==> config.mk <==
export PLATFORM = sky130hd
export DESIGN_NAME = input_debounce
export DESIGN_NICKNAME = d
export VERILOG_FILES = /design/src/rtl/input_debounce.sv
export SDC_FILE = /design/constraint.sdc
export NUM_CORES = 1
export LEC_CHECK = 0
export CORE_AREA = 2 2 39 41
export DETAILED_ROUTE_END_ITERATION = 8
export DIE_AREA = 0 0 41 43
export PLACE_DENSITY = 0.53
export SLEW_MARGIN = 15
export SYNTH_ARGS = -nofsm -noshare
export SYNTH_HDL_FRONTEND = slang
export SYNTH_SLANG_ARGS = --single-unit
==> constraint.sdc <==
create_clock -name clk -period 1.4 [get_ports clk]
set_input_delay 0.14 -clock clk [delete_from_list [all_inputs] [get_ports clk]]
set_output_delay 0.14 -clock clk [all_outputs]
set_load 0.05 [all_outputs]
==> src/rtl/input_debounce.sv <==
// input_debounce
//   Conditions a raw, asynchronous, possibly bouncing 1-bit input into a clean
//   clock-synchronous level.
//   - A SYNC_STAGES-deep flop chain brings a_raw_i into the clk domain.
//   - A 4-state FSM with a run-length counter accepts a new level only after
//     the synchronized input has held it for DEBOUNCE_CYCLES confirming
//     samples following entry to a check state.
//
// Optional feature (macro INPUT_DEBOUNCE_GLITCH_CNT_EN):
//   Adds the GLITCH_W parameter and the glitch_cnt_o port. The count is
//   incremented on each aborted qualification, saturates at all-ones, and is
//   cleared only by reset_n.
//
// Ports:
//   clk           in   rising-edge clock
//   reset_n       in   asynchronous active-low reset
//   a_raw_i       in   raw asynchronous input
//   glitch_cnt_o  out  rejected-transition count (optional feature only)
//   a_o           out  debounced level, registered
//   busy_o        out  high while a candidate level change is being qualified
module input_debounce #(
    parameter int SYNC_STAGES     = 2,
    parameter int DEBOUNCE_CYCLES = 4
`ifdef INPUT_DEBOUNCE_GLITCH_CNT_EN
    ,
    parameter int GLITCH_W        = 8
`endif
) (
    input  logic                clk,
    input  logic                reset_n,
    input  logic                a_raw_i,
`ifdef INPUT_DEBOUNCE_GLITCH_CNT_EN
    output logic [GLITCH_W-1:0] glitch_cnt_o,
`endif
    output logic                a_o,
    output logic                busy_o
);

    localparam int CNT_W = $clog2(DEBOUNCE_CYCLES + 1);

    typedef enum logic [1:0] {
        S_LOW      = 2'd0,
        S_CHK_HIGH = 2'd1,
        S_HIGH     = 2'd2,
        S_CHK_LOW  = 2'd3
    } state_t;

    // ------------------------------------------------------------------
    // Synchronizer: the FSM only ever looks at the last stage.
    // ------------------------------------------------------------------
    logic [SYNC_STAGES-1:0] sync_q;
    logic                   s;

    always_ff @(posedge clk or negedge reset_n) begin
        if (!reset_n) begin
            sync_q <= '0;
        end else begin
            sync_q <= {sync_q[SYNC_STAGES-2:0], a_raw_i};
        end
    end

    assign s = sync_q[SYNC_STAGES-1];

    // ------------------------------------------------------------------
    // Stability FSM
    // ------------------------------------------------------------------
    state_t            state_q, state_d;
    logic [CNT_W-1:0]  cnt_q, cnt_d;
    logic              a_q, a_d;
    logic              busy_q, busy_d;
    logic              glitch_ev;

    always_ff @(posedge clk or negedge reset_n) begin
        if (!reset_n) begin
            state_q <= S_LOW;
            cnt_q   <= '0;
            a_q     <= 1'b0;
            busy_q  <= 1'b0;
        end else begin
            state_q <= state_d;
            cnt_q   <= cnt_d;
            a_q     <= a_d;
            busy_q  <= busy_d;
        end
    end

    always_comb begin
        state_d   = state_q;
        cnt_d     = cnt_q;
        glitch_ev = 1'b0;

        case (state_q)
            S_LOW: begin
                if (s) begin
                    state_d = S_CHK_HIGH;
                    cnt_d   = CNT_W'(1);
                end
            end
            S_CHK_HIGH: begin
                if (!s) begin
                    state_d   = S_LOW;
                    cnt_d     = '0;
                    glitch_ev = 1'b1;
                end else if (cnt_q == CNT_W'(DEBOUNCE_CYCLES)) begin
                    state_d = S_HIGH;
                    cnt_d   = '0;
                end else begin
                    cnt_d = cnt_q + CNT_W'(1);
                end
            end
            S_HIGH: begin
                if (!s) begin
                    state_d = S_CHK_LOW;
                    cnt_d   = CNT_W'(1);
                end
            end
            S_CHK_LOW: begin
                if (s) begin
                    state_d   = S_HIGH;
                    cnt_d     = '0;
                    glitch_ev = 1'b1;
                end else if (cnt_q == CNT_W'(DEBOUNCE_CYCLES)) begin
                    state_d = S_LOW;
                    cnt_d   = '0;
                end else begin
                    cnt_d = cnt_q + CNT_W'(1);
                end
            end
            default: begin
                state_d = S_LOW;
                cnt_d   = '0;
            end
        endcase

        // Outputs are decoded from the next state and registered, so they
        // line up with state_q and have no path from a_raw_i.
        a_d    = (state_d == S_HIGH) || (state_d == S_CHK_LOW);
        busy_d = (state_d == S_CHK_HIGH) || (state_d == S_CHK_LOW);
    end

    assign a_o    = a_q;
    assign busy_o = busy_q;

    // ------------------------------------------------------------------
    // Optional saturating glitch counter
    // ------------------------------------------------------------------
`ifdef INPUT_DEBOUNCE_GLITCH_CNT_EN
    logic [GLITCH_W-1:0] glitch_q;

    always_ff @(posedge clk or negedge reset_n) begin
        if (!reset_n) begin
            glitch_q <= '0;
        end else if (glitch_ev && (glitch_q != '1)) begin
            glitch_q <= glitch_q + GLITCH_W'(1);
        end
    end

    assign glitch_cnt_o = glitch_q;
`else
    logic unused_glitch_ev;
    assign unused_glitch_ev = glitch_ev;
`endif

endmodule

==> impl_metrics.csv, run 1 <==
group,metric,value,unit
clock_tree,post_cts_resized,0,
timing,min_period_over_period,87.3,%
timing,final-max-slew-violation-count,0,
worst_hold_path,min_path_type,"input pin to async pin",
clock_tree,cts_buffers,3,
floorplanning,die_area,0.00176,mm^2
routing,route.detailed.drc,0,
routing,drtIter0Drc,6,
grt,antenna_found_initial,0,
logic_synthesis,synth_area_leaders,"dfrtp_1 (57%), ha_1 (7.1%), mux2_2 (6.4%), xnor2_2 (4.6%), nand3_1 (4.3%)",
logic_synthesis,synth_fa_ha_area_share,7.09,%
cells_and_area,fill_cells,142,
floorplanning,die_y,43,um
worst_setup_path,crit_fanout,3,
clock_tree,path_clk_slew,0.05,ns
logic_synthesis,yosysMostFrequentCell,"dfrtp_1",
routing,drt-pass1-iter-count,3,
timing,layout_setup_ws,0.178,ns
worst_setup_path,crit_type,"register to register",
logic_synthesis,synth_top_flop_cell,"dfrtp_1",
clock_tree,clk_path_buf_depth,2,
routing,wl_per_cell,10.8,um
place,place_congestion,0.727,
timing,fmax,818,MHz
power_and_ir_drop,power,0.888,mW
clock_tree,clk_latency,0.25,ns
timing,fin_crit,1.22,ns
cells_and_area,fin_util,32.0,%
logic_synthesis,synth_warnings,0,
timing,fin_skew,0.00172,ns
logic_synthesis,ys_top_cells_by_count,"dfrtp_1 (8), inv_1 (3), nand3_1 (3)",
logic_synthesis,syn_avg_cell_area,12.6,um^2
routing,viasPerCell,4.49,
clock_tree,post_cts_buffers,0,
grt,first_global_vias,241,
logic_synthesis,synth_edf_count,0,
place,placed_cells,48,
worst_setup_path,crit_required,1.54,ns
worst_setup_path,cp-start-kind,"register",
power_and_ir_drop,ir_drop,0.666,mV
worst_setup_path,arrival,1.36,ns
routing,final_antenna_net_count,0,
timing,finalSetupViolCount,0,
floorplanning,rows,14,
grt,grt_pass1_wl,945,um
cells_and_area,layout-drive-gt1-share,28.6,%
timing,worst_pin_slew,0.346,ns
grt,grt_max_degree,9,
floorplanning,start_util,25.5,%
routing,num_vias,229,
place,post-place-ws,0.183,ns
logic_synthesis,post_synth_and_or_nand_nor_area_fraction,12.1,%
logic_synthesis,synthesis.nets,33,
routing,wl,552,um
logic_synthesis,postSynth.asyncResetShare,100,%
clock_tree,h-tree-depth,1,
logic_synthesis,yosysTopAreaCell,"dfrtp_1",
power_and_ir_drop,p_per_area,2000,mW/mm^2
logic_synthesis,synth_top_family_by_area,"simple AND/OR/NAND/NOR gates",
logic_synthesis,synth_top_area_share,56.7,%
cells_and_area,syn_to_final_growth,25.5,%
cells_and_area,nets,42,
logic_synthesis,synth.distinct_cells,14,
logic_synthesis,synthCells,28,
timing,rsz0062_at_grt,"no",
clock_tree,cts-root-buf,"clkbuf_4",
floorplanning,core-area,0.00138,mm^2
worst_setup_path,critPathLaunch,"cnt_q[0]$_DFFE_PN0P_",
power_and_ir_drop,leakagePower,0.204,nW
logic_synthesis,synth.area.mux_share,9.22,%
grt,track_usage,8.27,%
floorplanning,die-width,41,um
run,cap_violations,0,
logic_synthesis,yosysSeqAreaShare,56.7,%
clock_tree,clock-sinks,8,
logic_synthesis,synth-compound-area-share,7.09,%
clock_tree,cts_tree,"built",
place,dpl_cell_area,420,um^2
worst_setup_path,cp-end-kind,"register",
timing,finalHoldViolCount,0,
timing,hold-worst-slack,0.156,ns
cells_and_area,design_area,443,um^2
clock_tree,cts_hold_buf,0,
run_status,outcome,"finished, final reports clean",
logic_synthesis,synth.ff_latch_count,8,
timing,maxSlewHeadroom,76.9,%
logic_synthesis,syn_area,353,um^2
grt,grt_overflow,0,
floorplanning,pin_count,5,
cells_and_area,stdcell_count,51,
timing,fin_tns_setup,0,ns
place,portBuffers,4,
logic_synthesis,synthXorXnorAreaFrac,4.61,%
cells_and_area,num_antenna_cells,0,
worst_setup_path,rr_startpoint,"cnt_q[0]$_DFFE_PN0P_",
==> sequential cells by signal, indices dropped and copies added, names as in the netlist <==
| signal | cells |
|---|---|
| a_o | 1 |
| cnt_q | 3 |
| state_q | 2 |
| sync_q | 2 |
==> worst max-delay path: stages, from the launching register on <==
cell	delay, ns
dfrtp_1	0.36
inv_1	0.08
ha_1	0.24
nand3_2	0.10
mux2_2	0.33
==> routing by layer <==
| layer | vias up | track usage, % | wire length [um] |
|---|---|---|---|
| met2 | 8 | 11.9 | 271 |
| met1 | 108 | 9.49 | 228 |
| li1 | 110 | - | - |
| met5 | - | 0 | 0 |
| met4 | 0 | 6.00 | 14 |
| met3 | 3 | 3.14 | 38 |
==> layout make-up <==
type | count | area, um^2 | area share (%)
sequential | 8 | 200 | 45.2
multi-input combinational | 17 | 141 | 31.9
timing repair buffer | 4 | 47.5 | 10.7
clock buffer | 3 | 22.5 | 5.08
tap | 16 | 20.0 | 4.52
inverter | 3 | 11.3 | 2.54
==> cell usage in the layout, fill, tap and decap left out, drive strengths merged <==
cell           count
a22oi              1
buf                2
clkbuf             3
clkdlybuf4s50      2
dfrtp              8
ha                 2
inv                3
mux2               2
mux2i              1
nand2              2
nand3              4
nor2               1
nor2b              1
o21ai              1
o31ai              1
xnor2              1
==> cell families after synthesis <==
| family | after synthesis |
|---|---|
| and+or+nand+nor | 8 |
| DFF | 8 |
| AOI/OAI and AO/OA | 3 |
| buffers and inverters | 3 |
| muxes | 3 |
| adders and majority gates | 2 |
| xor gates and xnor gates | 1 |
==> report_power, final <==
part	internal [mW]	switching [mW]	leakage (nW)	total, mW
combinational	0.155	0.191	0.0896	0.347
clock	0.0980	0.0769	0.0138	0.175
sequential	0.293	0.0732	0.100	0.366
==> final timing paths <==
path	to	slack, ns	cells after the start
max	a_o$_DFF_PN0_	0.18	4
min	a_o$_DFF_PN0_	0.16	1
max reg2reg	a_o$_DFF_PN0_	0.18	4
min reg2reg	sync_q[1]$_DFF_PN0_	0.35	0
max in group asynchronous	cnt_q[2]$_DFFE_PN0P_	0.99	1
min in group clk	sync_q[0]$_DFF_PN0_	0.32	1
(Power assumes the default switching activity.)
==> run 2, diff against run 1 <==
Settings changed: HOLD_SLACK_MARGIN set to 0.03.
==> results of run 2 <==
Final layout, timing and power as in run 1 (identical DEF).
